$ cat config.mk
export PLATFORM = sky130hd
export DESIGN_NAME = r4_sdf_stage_ctrl
export DESIGN_NICKNAME = d
export VERILOG_FILES = /design/src/rtl/r4_sdf_stage_ctrl.sv
export SDC_FILE = /design/constraint.sdc
export NUM_CORES = 1
export LEC_CHECK = 0
export ABC_AREA = 1
export CAP_MARGIN = 20
export CORE_MARGIN = 3
export CORE_UTILIZATION = 42
export DETAILED_ROUTE_END_ITERATION = 8
export PLACE_DENSITY = 0.77
export SYNTH_ARGS = -nofsm -noshare
export SYNTH_HDL_FRONTEND = slang
export SYNTH_SLANG_ARGS = --single-unit
$ cat constraint.sdc
create_clock -name clk -period 1.22 [get_ports clk]
set_clock_uncertainty 0.05 [all_clocks]
set_input_delay 0.183 -clock clk [delete_from_list [all_inputs] [get_ports clk]]
set_output_delay 0.183 -clock clk [all_outputs]
set_load 0.005 [all_outputs]
$ cat src/rtl/r4_sdf_stage_ctrl.sv
// Sequencer for one radix-4 SDF FFT stage: frame counter, strobes, twiddle addressing and output sequencing.
// Define R4_CTRL_FRAME_CNT_EN to add the 16-bit frame_cnt output.
module r4_sdf_stage_ctrl #(
    parameter int STAGE_LOG2 = 2,
    parameter int TW_AW      = STAGE_LOG2 + 2
) (
    input  logic                  clk,
    input  logic                  rst,
    input  logic                  in_valid,
    input  logic                  flush,
    output logic [1:0]            phase,
    output logic [STAGE_LOG2-1:0] idx,
    output logic                  dl_wr_en,
    output logic                  bf_en,
    output logic [TW_AW-1:0]      tw0_addr,
    output logic [TW_AW-1:0]      tw1_addr,
    output logic [TW_AW-1:0]      tw2_addr,
    output logic [1:0]            out_sel,
    output logic                  out_valid,
    output logic                  out_last,
`ifdef R4_CTRL_FRAME_CNT_EN
    output logic [15:0]           frame_cnt,
`endif
    output logic                  busy
);

    localparam int CW = STAGE_LOG2 + 2;
    localparam int D  = 1 << STAGE_LOG2;
    localparam logic [CW-1:0]         CNT_FILL_END = CW'(3 * D - 1);
    localparam logic [CW-1:0]         CNT_LAST     = CW'(4 * D - 1);
    localparam logic [STAGE_LOG2-1:0] IDX_LAST     = '1;

    typedef enum logic [1:0] {IDLE, FILL, COMPUTE, DRAIN} state_t;

    state_t                state_q, state_d;
    logic [CW-1:0]         cnt_q, cnt_d;
    logic                  pending_q, pending_d;
    logic [1:0]            phase_q, phase_d;
    logic [STAGE_LOG2-1:0] idx_q, idx_d;
    logic                  dlWr_q, dlWr_d;
    logic                  bfEn_q, bfEn_d;
    logic [TW_AW-1:0]      tw0_q, tw0_d, tw1_q, tw1_d, tw2_q, tw2_d;
    logic [1:0]            outSel_q, outSel_d;
    logic                  outValid_q, outValid_d;
    logic                  outLast_q, outLast_d;
    logic                  busy_q, busy_d;

    logic [1:0]            quarter;
    logic [STAGE_LOG2-1:0] cntIdx;
    logic [TW_AW-1:0]      twBase;

    assign quarter = cnt_q[CW-1 -: 2];
    assign cntIdx  = cnt_q[STAGE_LOG2-1:0];
    assign twBase  = TW_AW'(cntIdx);

    // In DRAIN, cnt_q is reused as the drain position (0..3D-1) over the pending frame.
    always_ff @(posedge clk) begin
        if (rst) begin
            state_q    <= IDLE;
            cnt_q      <= '0;
            pending_q  <= 1'b0;
            phase_q    <= '0;
            idx_q      <= '0;
            dlWr_q     <= 1'b0;
            bfEn_q     <= 1'b0;
            tw0_q      <= '0;
            tw1_q      <= '0;
            tw2_q      <= '0;
            outSel_q   <= '0;
            outValid_q <= 1'b0;
            outLast_q  <= 1'b0;
            busy_q     <= 1'b0;
        end else begin
            state_q    <= state_d;
            cnt_q      <= cnt_d;
            pending_q  <= pending_d;
            phase_q    <= phase_d;
            idx_q      <= idx_d;
            dlWr_q     <= dlWr_d;
            bfEn_q     <= bfEn_d;
            tw0_q      <= tw0_d;
            tw1_q      <= tw1_d;
            tw2_q      <= tw2_d;
            outSel_q   <= outSel_d;
            outValid_q <= outValid_d;
            outLast_q  <= outLast_d;
            busy_q     <= busy_d;
        end
    end

    // Pending marks a computed frame whose out1..out3 have not all been emitted yet.
    always_comb begin
        state_d   = state_q;
        cnt_d     = cnt_q;
        pending_d = pending_q;
        if (state_q == DRAIN) begin
            cnt_d = cnt_q + 1'b1;
            if (cnt_q == CNT_FILL_END) begin
                state_d   = IDLE;
                cnt_d     = '0;
                pending_d = 1'b0;
            end
        end else if (in_valid) begin
            cnt_d = cnt_q + 1'b1;
            if (cnt_q == CNT_LAST) begin
                state_d   = FILL;
                pending_d = 1'b1;
            end else if (cnt_q == CNT_FILL_END) begin
                state_d   = COMPUTE;
                pending_d = 1'b0;
            end else begin
                state_d = (quarter == 2'd3) ? COMPUTE : FILL;
            end
        end else if (flush && state_q != IDLE) begin
            cnt_d   = '0;
            state_d = pending_q ? DRAIN : IDLE;
        end
    end

    always_comb begin
        phase_d    = phase_q;
        idx_d      = idx_q;
        dlWr_d     = 1'b0;
        bfEn_d     = 1'b0;
        tw0_d      = '0;
        tw1_d      = '0;
        tw2_d      = '0;
        outSel_d   = '0;
        outValid_d = 1'b0;
        if (state_q == DRAIN) begin
            phase_d    = quarter;
            idx_d      = cntIdx;
            outValid_d = 1'b1;
            outSel_d   = quarter + 2'd1;
        end else if (in_valid) begin
            phase_d = quarter;
            idx_d   = cntIdx;
            if (quarter == 2'd3) begin
                bfEn_d     = 1'b1;
                outValid_d = 1'b1;
                tw0_d      = twBase;
                tw1_d      = twBase << 1;
                tw2_d      = twBase + (twBase << 1);
            end else begin
                dlWr_d = 1'b1;
                if (pending_q) begin
                    outValid_d = 1'b1;
                    outSel_d   = quarter + 2'd1;
                end
            end
        end
        outLast_d = outValid_d && (outSel_d == 2'd3) && (idx_d == IDX_LAST);
        busy_d    = (state_d != IDLE);
    end

`ifdef R4_CTRL_FRAME_CNT_EN
    logic [15:0] frameCnt_q;
    logic        frameTick;

    assign frameTick = ((state_q == COMPUTE) && (state_d == FILL)) ||
                       ((state_q == DRAIN) && (state_d == IDLE));

    always_ff @(posedge clk) begin
        if (rst)
            frameCnt_q <= '0;
        else if (frameTick)
            frameCnt_q <= frameCnt_q + 16'd1;
    end

    assign frame_cnt = frameCnt_q;
`endif

    assign phase     = phase_q;
    assign idx       = idx_q;
    assign dl_wr_en  = dlWr_q;
    assign bf_en     = bfEn_q;
    assign tw0_addr  = tw0_q;
    assign tw1_addr  = tw1_q;
    assign tw2_addr  = tw2_q;
    assign out_sel   = outSel_q;
    assign out_valid = outValid_q;
    assign out_last  = outLast_q;
    assign busy      = busy_q;

endmodule

==> impl_metrics.py, run 1 <==
metrics = {
    "pwr": {
        "irDropWorstVdd_uv": 674,
        "p_per_area_nw_per_um2": 927,
        "power.leakage_nw": 0.756,
        "totalPowerFinal_mw": 1.31,
    },
    "cts": {
        "cts.sinks": 23,
        "cts_tree": "done",
        "cts_buffer_depth": 2,
        "post_cts_buffers": 0,
        "clkLatencyLatePin_ns": 0.31,
        "cts_buffers": 3,
        "root_buffer": "clkbuf_4",
        "clkSlewWorstSetupHoldPaths_ns": 0.12,
        "h-tree-depth": 1,
    },
    "layout": {
        "mostFrequentLayoutCells": "nand2_1 (22), dlygate4sd2_1 (19), inv_1 (17)",
        "final_layout_size_suffix_gt1_share_pct": 30.9,
        "final_cells": 190,
        "antenna_cells": 0,
        "final_util_pct": 62.8,
        "fillers": 200,
        "nets": 171,
        "syn_to_final_growth_pct": 40.1,
        "final_common_cell": "nand2_1",
    },
    "timing": {
        "max_freq_ghz": 0.827,
        "finalSetupTns_ns": 0,
        "setup_viol": 0,
        "min_period_over_period_pct": 99.1,
        "hold_viol_final": 0,
        "min_period_ns": 1.21,
        "slew_violations": 0,
        "rsz0062_at_grt": "yes",
    },
    "logic_synthesis": {
        "yosysTopAreaCell": "dfxtp_1",
        "syn_inst": 131,
        "synth_xor_area_share_pct": 0.867,
        "synth_top_family_by_area": "simple AND/OR/NAND/NOR gates",
        "ys_warn_count": 0,
        "synth_top_area_share_pct": 45.6,
        "synth_edf_count": 0,
        "ys.flop_type": "dfxtp_1",
        "synth_mux_area_share_pct": 0,
        "synthSimpleGateAreaFrac_pct": 25.9,
        "ys_types": 25,
        "synthAdderAreaFrac_pct": 4.96,
        "seq_area_frac_synth_pct": 45.6,
        "syn_area_um2": 1010,
        "syn_avg_cell_area_um2": 7.71,
        "synth-async-reset-ratio_pct": 0,
        "ys_ff_latch": 23,
        "synth_compound_area_share_pct": 8.43,
        "ys_top_cells_by_area": "dfxtp_1 (46%), nand2_1 (10%), inv_1 (6.7%)",
    },
    "route": {
        "drtIter0Drc": 8,
        "ant_nets": 0,
        "drc": 0,
        "avgRoutedWirePerCell_um": 11.4,
        "vias_per_cell": 4.79,
        "num_vias": 911,
        "routed_wl_mm": 2.17,
        "first_pass_iters": 4,
    },
    "worst_hold_path": {
        "hold_depth": 3,
        "hold-path-endpoint": "out_valid$_SDFF_PP0_",
        "hp-start": "in_valid",
        "hold_path_class": "input pin to register",
    },
    "floorplan": {
        "ios": 27,
        "die_w_um": 55.0,
        "coreArea_um2": 2250,
        "die_area_um2": 3030,
        "dieHeight_um": 55.0,
        "start_util_pct": 44.8,
        "rows": 17,
    },
    "global_route": {
        "antenna_found_initial": 0,
        "grt_pass1_wl_mm": 3.44,
        "track_usage_pct": 16.0,
        "grt_max_degree": 13,
        "overflow": 0,
        "first_global_vias": 829,
    },
    "worst_setup_path": {
        "worstPathCellList": "ha_4 > nand2_2 > inv_4 > nand2_2 > nand2_2 > nor2_2 > nand2_1 > nand2_1 > nand2_1",
        "r2r_start": "cnt_q[2]$_SDFFE_PP0P_",
        "critical-path-max-stage-delay_ns": 0.39,
        "cp-start-kind": "register",
        "end_kind": "register",
        "cp_max_fo": 3,
        "cp_top_family": "simple AND/OR/NAND/NOR gates",
        "r2r.worst_path.cells": 9,
        "critPathBufInv": 1,
        "critPathArrivalTime_ns": 1.38,
        "cp_slowest_cell": "dfxtp_4",
        "worstPathRequired_ns": 1.39,
        "r2r_slack_ns": 0.01,
        "timing.rr.end": "busy$_SDFF_PP0_",
        "crit_type": "register to register",
    },
    "placement": {
        "gp_routability_congestion": 0.906,
        "dp_cells": 186,
        "io_buffers": 22,
        "hpwl_mm": 1.59,
    },
    "run_status": {
        "status": "finished, final reports clean",
    },
    "run": {
        "maxCapViolCount": 0,
    },
}
[stage by stage]
step	cell area (um^2)	hold slack (ns)	setup WS, ns
after floorplan	1020	0.291	0.0232
after global placement	1310	0.450	-0.211
after detailed placement	1310	0.461	-0.251
after CTS	1350	0.468	0.000436
after global routing	1420	0.230	-0.0695
final	1420	0.230	0.0115
[worst min-delay path, stage by stage]
cell	delay, ns
dlymetal6s2s_1	0.20
o21ai_0	0.11
a21oi_1	0.06
[worst max-delay path by stage]
stage                                      from               endpoint  cells after the start
after detailed placement               in_valid        busy$_SDFF_PP0_                      9
final                     cnt_q[2]$_SDFFE_PP0P_        busy$_SDFF_PP0_                      9
after floorplan           cnt_q[1]$_SDFFE_PP0P_  cnt_q[1]$_SDFFE_PP0P_                      5
after global routing      cnt_q[3]$_SDFFE_PP0P_        busy$_SDFF_PP0_                      9
after global placement                 in_valid        busy$_SDFF_PP0_                      9
after CTS                 cnt_q[2]$_SDFFE_PP0P_        busy$_SDFF_PP0_                      9
[cells by family (layout without fill, tap and decap cells)]
family	after synthesis	count (layout)
xor+xnor	1	1
simple gates	58	58
other cells	1	4
buf+inv	30	58
fa+ha+maj	4	4
flops	23	23
compound gates	14	14
[state kept, by name, summed over array words and instances (netlist names)]
name and flops:
out_valid 1, bf_en 1, phase 2, state_q 2, cnt_q 4, busy 1, out_last 1, tw2_addr 3
tw1_addr 2, dl_wr_en 1, out_sel 2, idx 2, pending_q 1
[layout make-up]
class	instances	area, um^2	share of cell area, %
multi-input combinational	81	493	34.8
sequential	23	483	34.1
timing repair buffer	32	290	20.5
inverter	22	87.6	6.19
tap	28	35.0	2.48
clock buffer	4	26.3	1.86
[cell usage after synthesis, types with 2 or more instances]
cell     number
a21oi_1       3
a21oi_2       2
buf_4         7
dfxtp_1      23
ha_1          4
inv_1        18
inv_2         3
nand2_1      27
nand2_4       2
nand3_1       8
nor2_1       16
o21ai_0       2
o21ai_1       4
[what timing repair did]
action	CTS	global route
setup endpoints to repair	23	9
pin swaps	1	8
hold buffers	0	0
resized for setup	35	19
[layer usage]
layer / share of wire (%) / track usage [%]
met1: 41 / 17.8
met2: 52 / 28.0
met3: 6.6 / 6.43
met4: 0.97 / 4.45
met5: 0 / 0
[power breakdown]
group / total (mW) / internal (mW) / switching (mW) / leakage [nW]
Combinational: 0.180 / 0.0812 / 0.0987 / 0.548
Sequential: 0.793 / 0.774 / 0.0190 / 0.194
Clock: 0.340 / 0.128 / 0.212 / 0.0150
(Power assumes the default switching activity.)
==> inputs of run 2 (changes only) <==
--- a/config.mk
+++ b/config.mk
@@ -5,12 +5,12 @@
 export SDC_FILE = /design/constraint.sdc
 export NUM_CORES = 1
 export LEC_CHECK = 0
-export ABC_AREA = 1
+export ABC_AREA = 0
 export CAP_MARGIN = 20
 export CORE_MARGIN = 3
 export CORE_UTILIZATION = 42
 export DETAILED_ROUTE_END_ITERATION = 8
-export PLACE_DENSITY = 0.77
+export PLACE_DENSITY = 0.76
 export SYNTH_ARGS = -nofsm -noshare
 export SYNTH_HDL_FRONTEND = slang
 export SYNTH_SLANG_ARGS = --single-unit
==> impl_metrics.py, run 2 <==
metrics = {
    "run_status": {
        "status": "finished with violations",
        "violations": "negative setup slack",
    },
    "logic_synthesis": {
        "netlist_top_cells_count": "dfxtp_1 (23), a21oi_1 (12), nand2_1 (11)",
        "ys.flop_type": "dfxtp_1",
        "yosysMostFrequentCell": "dfxtp_1",
        "ys_types": 35,
        "synth-async-reset-ratio_pct": 0,
        "synth_top_area_share_pct": 44.7,
        "yosysTopAreaCell": "dfxtp_1",
        "syn_inst": 108,
        "ys_warn_count": 0,
        "synth_edf_count": 0,
        "syn_area_um2": 1030,
        "seq_area_frac_synth_pct": 44.7,
        "ys_top_cells_by_area": "dfxtp_1 (45%), a21oi_1 (5.8%), buf_4 (5.8%)",
        "syn_avg_cell_area_um2": 9.55,
        "ys_ff_latch": 23,
    },
    "pwr": {
        "p_per_area_nw_per_um2": 875,
        "totalPowerFinal_mw": 1.33,
        "power.leakage_nw": 0.707,
        "irDropWorstVdd_uv": 621,
    },
    "route": {
        "drtIter0Drc": 36,
        "drc": 0,
        "num_vias": 945,
        "routed_wl_mm": 2.61,
        "first_pass_iters": 4,
        "vias_per_cell": 5.19,
        "avgRoutedWirePerCell_um": 14.4,
        "ant_nets": 0,
    },
    "cts": {
        "cts_hold_buf": 0,
        "cts_tree": "done",
        "clkLatencyLatePin_ns": 0.31,
        "cts_buffers": 3,
        "h-tree-depth": 1,
        "cts.sinks": 23,
        "root_buffer": "clkbuf_4",
        "cts_buffer_depth": 2,
        "clkSlewWorstSetupHoldPaths_ns": 0.12,
    },
    "worst_setup_path": {
        "cp_slowest_cell": "dfxtp_4",
        "critPathBufInv": 0,
        "critPathArrivalTime_ns": 1.54,
        "worstPathRequired_ns": 1.39,
        "critical-path-max-stage-delay_ns": 0.38,
        "crit_type": "register to register",
        "cp-start-kind": "register",
        "end_kind": "register",
        "cp_top_family": "flip-flops",
        "cp_max_fo": 4,
        "worstPathCellList": "ha_4 > nand3b_1 > o211ai_1 > o311ai_1 > and2_1",
    },
    "floorplan": {
        "rows": 17,
        "ios": 27,
        "dieHeight_um": 55.5,
        "die_area_um2": 3090,
        "die_w_um": 55.5,
        "start_util_pct": 45.3,
        "coreArea_um2": 2280,
    },
    "timing": {
        "finalSetupTns_ns": -0.336,
        "max_freq_ghz": 0.733,
        "rsz0062_at_grt": "yes",
        "hold_viol_final": 0,
        "holdWs_ns": 0.325,
        "min_period_ns": 1.36,
        "fin_ws_ns": -0.145,
        "setup_viol": 5,
        "slew_violations": 0,
        "min_period_over_period_pct": 112,
    },
    "layout": {
        "multi_input_area_um2": 537,
        "final_layout_size_suffix_gt1_share_pct": 39.0,
        "final-seq-area_um2": 483,
        "final_common_cell": "buf_4",
        "mostFrequentLayoutCells": "buf_4 (28), dlygate4sd2_1 (19), a21oi_1 (11), nand2_1 (11), dfxtp_1 (11)",
        "syn_to_final_growth_pct": 47.5,
        "top_register": "cnt_q",
        "final_area_um2": 1520,
        "final_cells": 182,
        "fillers": 193,
        "antenna_cells": 0,
        "largest_reg_flops": 4,
        "nets": 163,
    },
    "global_route": {
        "overflow": 0,
        "track_usage_pct": 16.8,
        "antenna_found_initial": 0,
        "grt_max_degree": 13,
        "first_global_vias": 913,
        "grt_pass1_wl_mm": 4.15,
    },
    "worst_hold_path": {
        "hold_path_class": "input pin to register",
    },
    "placement": {
        "placed_area_um2": 1440,
        "dp_cells": 174,
        "gp_routability_congestion": 0.831,
        "hpwl_mm": 1.78,
        "io_buffers": 22,
    },
    "run": {
        "maxCapViolCount": 0,
    },
}
run 2: worst paths after layout:
check / start / cells after the start / to / slack, ns
setup / recovery: cnt_q[2]$_SDFFE_PP0P_ / 5 / state_q[0]$_SDFF_PP0_ / -0.14
hold / removal: in_valid / 3 / busy$_SDFF_PP0_ / 0.32
setup reg to reg: cnt_q[2]$_SDFFE_PP0P_ / 5 / state_q[0]$_SDFF_PP0_ / -0.14
hold reg to reg: idx[0]$_SDFF_PP0_ / 2 / idx[0]$_SDFF_PP0_ / 0.41
run 2: cell families after synthesis:
logic type               share of synthesized area (%)
AND/OR/NAND/NOR                                   19.5
AO/OA/AOI/OAI                                     18.2
flip-flops                                        44.7
buffers and inverters                             10.7
adder cells (fa/ha/maj)                           4.85
XOR/XNOR                                          1.70
other                                            0.364
run 2: cell type report:
cell class	instances	area share, %
Multi-Input combinational cell	71	35.3
Inverter	5	1.23
Timing Repair Buffer	51	27.7
Tap cell	28	2.30
Clock buffer	4	1.73
Sequential cell	23	31.8
run 2: repair_timing:
item,in CTS,in global routing
pin swaps,4,6
resized for setup,32,8
setup buffers,3,1
setup endpoints to repair,28,18
run 2: per-stage QoR:
stage	worst slack (ns)	utilization (%)
after detailed placement	-0.321	63.1
after floorplan	-0.0105	-
final	-0.145	66.8
after global placement	-0.261	63.1
after CTS	-0.0284	65.0
after global routing	-0.195	66.8
run 2: report_power, final:
group	internal, mW	switching [mW]
logic	0.103	0.0979
registers	0.765	0.0171
clock network	0.128	0.218
run 2: worst min-delay path, stage by stage:
cell            delay, ns
dlymetal6s2s_1       0.17
buf_6                0.17
o21a_1               0.13
run 2: metal layers:
| layer | global-route usage, % | share of wire [%] |
|---|---|---|
| met5 | 0 | 0 |
| met4 | 5.90 | 2.0 |
| met3 | 3.74 | 7.3 |
| met2 | 30.6 | 51 |
| met1 | 19.0 | 40 |
==> inputs of run 3 (changes only) <==
--- a/config.mk
+++ b/config.mk
@@ -8,9 +8,11 @@
 export ABC_AREA = 0
 export CAP_MARGIN = 20
 export CORE_MARGIN = 3
-export CORE_UTILIZATION = 42
+export CORE_UTILIZATION = 50
 export DETAILED_ROUTE_END_ITERATION = 8
-export PLACE_DENSITY = 0.76
+export DONT_BUFFER_PORTS = 1
+export MAX_ROUTING_LAYER = met4
+export PLACE_DENSITY = 0.68
 export SYNTH_ARGS = -nofsm -noshare
 export SYNTH_HDL_FRONTEND = slang
 export SYNTH_SLANG_ARGS = --single-unit
==> constraint.sdc (replaced) <==
create_clock -name clk -period 1.7 [get_ports clk]
set_clock_uncertainty 0.05 [all_clocks]
set_input_delay 0.255 -clock clk [delete_from_list [all_inputs] [get_ports clk]]
set_output_delay 0.255 -clock clk [all_outputs]
set_load 0.005 [all_outputs]
==> impl_metrics.py, run 3 (synthesis gave the netlist of run 2 again) <==
metrics = {
    "run_status": {
        "status": "finished, final reports clean",
    },
    "cts": {
        "clkSlewWorstSetupHoldPaths_ns": 0.12,
        "cts_tree": "done",
        "cts_buffers": 3,
        "clkLatencyLatePin_ns": 0.31,
        "cts.sinks": 23,
        "root_buffer": "clkbuf_4",
        "h-tree-depth": 1,
        "cts_buffer_depth": 2,
        "post_cts_buffers": 0,
    },
    "layout": {
        "syn_to_final_growth_pct": 1.94,
        "largest_reg_flops": 4,
        "antenna_cells": 0,
        "mostFrequentLayoutCells": "dfxtp_1 (22), a21oi_1 (12), nand2_1 (11)",
        "final_layout_size_suffix_gt1_share_pct": 13.0,
        "nets": 117,
        "final_cells": 133,
        "final_common_cell": "dfxtp_1",
        "top_register": "cnt_q",
    },
    "worst_setup_path": {
        "cp_max_fo": 5,
        "cp.depth": 5,
        "cp_top_family": "flip-flops",
        "critPathBufInv": 1,
        "worstPathRequired_ns": 1.86,
        "r2r_start": "cnt_q[3]$_SDFFE_PP0P_",
        "critical-path-max-stage-delay_ns": 0.44,
        "cp_slowest_cell": "dfxtp_1",
        "startpoint": "cnt_q[3]$_SDFFE_PP0P_",
        "r2r.worst_path.cells": 5,
        "timing.rr.end": "state_q[0]$_SDFF_PP0_",
        "crit_end": "state_q[0]$_SDFF_PP0_",
        "critPathArrivalTime_ns": 1.69,
        "end_kind": "register",
        "r2r_slack_ns": 0.17,
        "cp-start-kind": "register",
        "worstPathCellList": "ha_1 > inv_1 > o211ai_1 > o311ai_0 > and2_1",
        "crit_type": "register to register",
    },
    "pwr": {
        "switching_share_pct": 24.3,
        "combPwrFrac_pct": 8.2,
        "irDropWorstVdd_uv": 326,
        "p_sw_uw": 216,
        "power.leakage_nw": 0.407,
        "sequentialPowerShare_pct": 64.0,
        "p_clk_share_pct": 27.8,
        "p_per_area_nw_per_um2": 845,
        "p_int_uw": 672,
    },
    "route": {
        "routed_wl_mm": 1.88,
        "ant_nets": 0,
        "drc": 0,
        "drtIter0Drc": 11,
        "avgRoutedWirePerCell_um": 14.1,
        "vias_per_cell": 5.33,
        "first_pass_iters": 4,
        "num_vias": 709,
    },
    "timing": {
        "slew_violations": 0,
        "finalSetupTns_ns": 0,
        "setup_viol": 0,
        "max_freq_ghz": 0.653,
        "rsz0062_at_grt": "no",
        "hold_viol_final": 0,
        "holdWs_ns": 0.0206,
        "min_period_over_period_pct": 90.0,
        "min_period_ns": 1.53,
    },
    "worst_hold_path": {
        "hold_depth": 1,
        "hold_path_class": "input pin to register",
    },
    "global_route": {
        "track_usage_pct": 16.9,
        "first_global_vias": 702,
        "grt_pass1_wl_mm": 3.26,
        "antenna_found_initial": 0,
        "grt_max_degree": 14,
        "overflow": 0,
    },
    "placement": {
        "gp_routability_congestion": 0.780,
        "dp_cells": 128,
        "io_buffers": 0,
        "hpwl_mm": 1.39,
    },
    "floorplan": {
        "die_area_um2": 2640,
        "dieHeight_um": 51.4,
        "ios": 27,
        "coreArea_um2": 1840,
        "start_util_pct": 56.1,
        "die_w_um": 51.4,
        "rows": 15,
    },
    "run": {
        "maxCapViolCount": 0,
    },
}
[run 3: changes by cell type in the layout (fill, tap and decap cells not counted), sizes merged]
cell,delta
buf,-25
clkbuf,-1
clkdlybuf4s50,-2
clkinv,+1
dlygate4sd2,-19
dlygate4sd3,+1
dlymetal6s2s,-1
[run 3: metrics by stage]
step	worst slack (ns)	power [mW]	utilization, %	instance area [um^2]
3_5_place_dp	0.168	0.647	55.0	1010
3_3_place_gp	0.242	0.645	55.0	1010
4_1_cts	0.155	0.892	57.1	1050
2_1_floorplan	0.325	0.642	-	1040
5_1_grt	0.0551	0.925	57.1	1050
6_report	0.170	0.888	57.1	1050
[run 3: timing repair]
item	4_1_cts	5_1_grt
endpoints found under the hold margin	10	0
gates resized for setup	0	1
hold buffers	1	0
endpoints found under the setup margin	0	1
[run 3: worst min path at each step]
stage               startpoint                 to
finish                in_valid    busy$_SDFF_PP0_
global route          in_valid    busy$_SDFF_PP0_
CTS                   in_valid    busy$_SDFF_PP0_
detailed placement         rst  idx[0]$_SDFF_PP0_
global placement           rst  idx[0]$_SDFF_PP0_
floorplan                  rst  idx[1]$_SDFF_PP0_
[run 3: cell type report]
cell class	count	area (um^2)
inverter	5	18.8
multi-input combinational	71	472
clock buffer	3	22.5
fill	178	788
tap	25	31.3
sequential	23	462
clock inverter	1	5.00
timing repair buffer	5	40.0
[run 3: power groups by stage]
stage | Combinational [mW] | Clock [mW] | Sequential, mW
floorplan | 0.0689 | 0 | 0.573
CTS | 0.0732 | 0.251 | 0.568
global route | 0.0847 | 0.270 | 0.571
finish | 0.0731 | 0.247 | 0.568
detailed placement | 0.0672 | 0 | 0.580
global placement | 0.0662 | 0 | 0.579
[run 3: layer usage]
layer / GRT usage, % / share of wire [%]
met4: 6.55 / 2.3
met2: 26.1 / 44
met5: - / 0
met3: 3.79 / 4.7
met1: 21.5 / 48
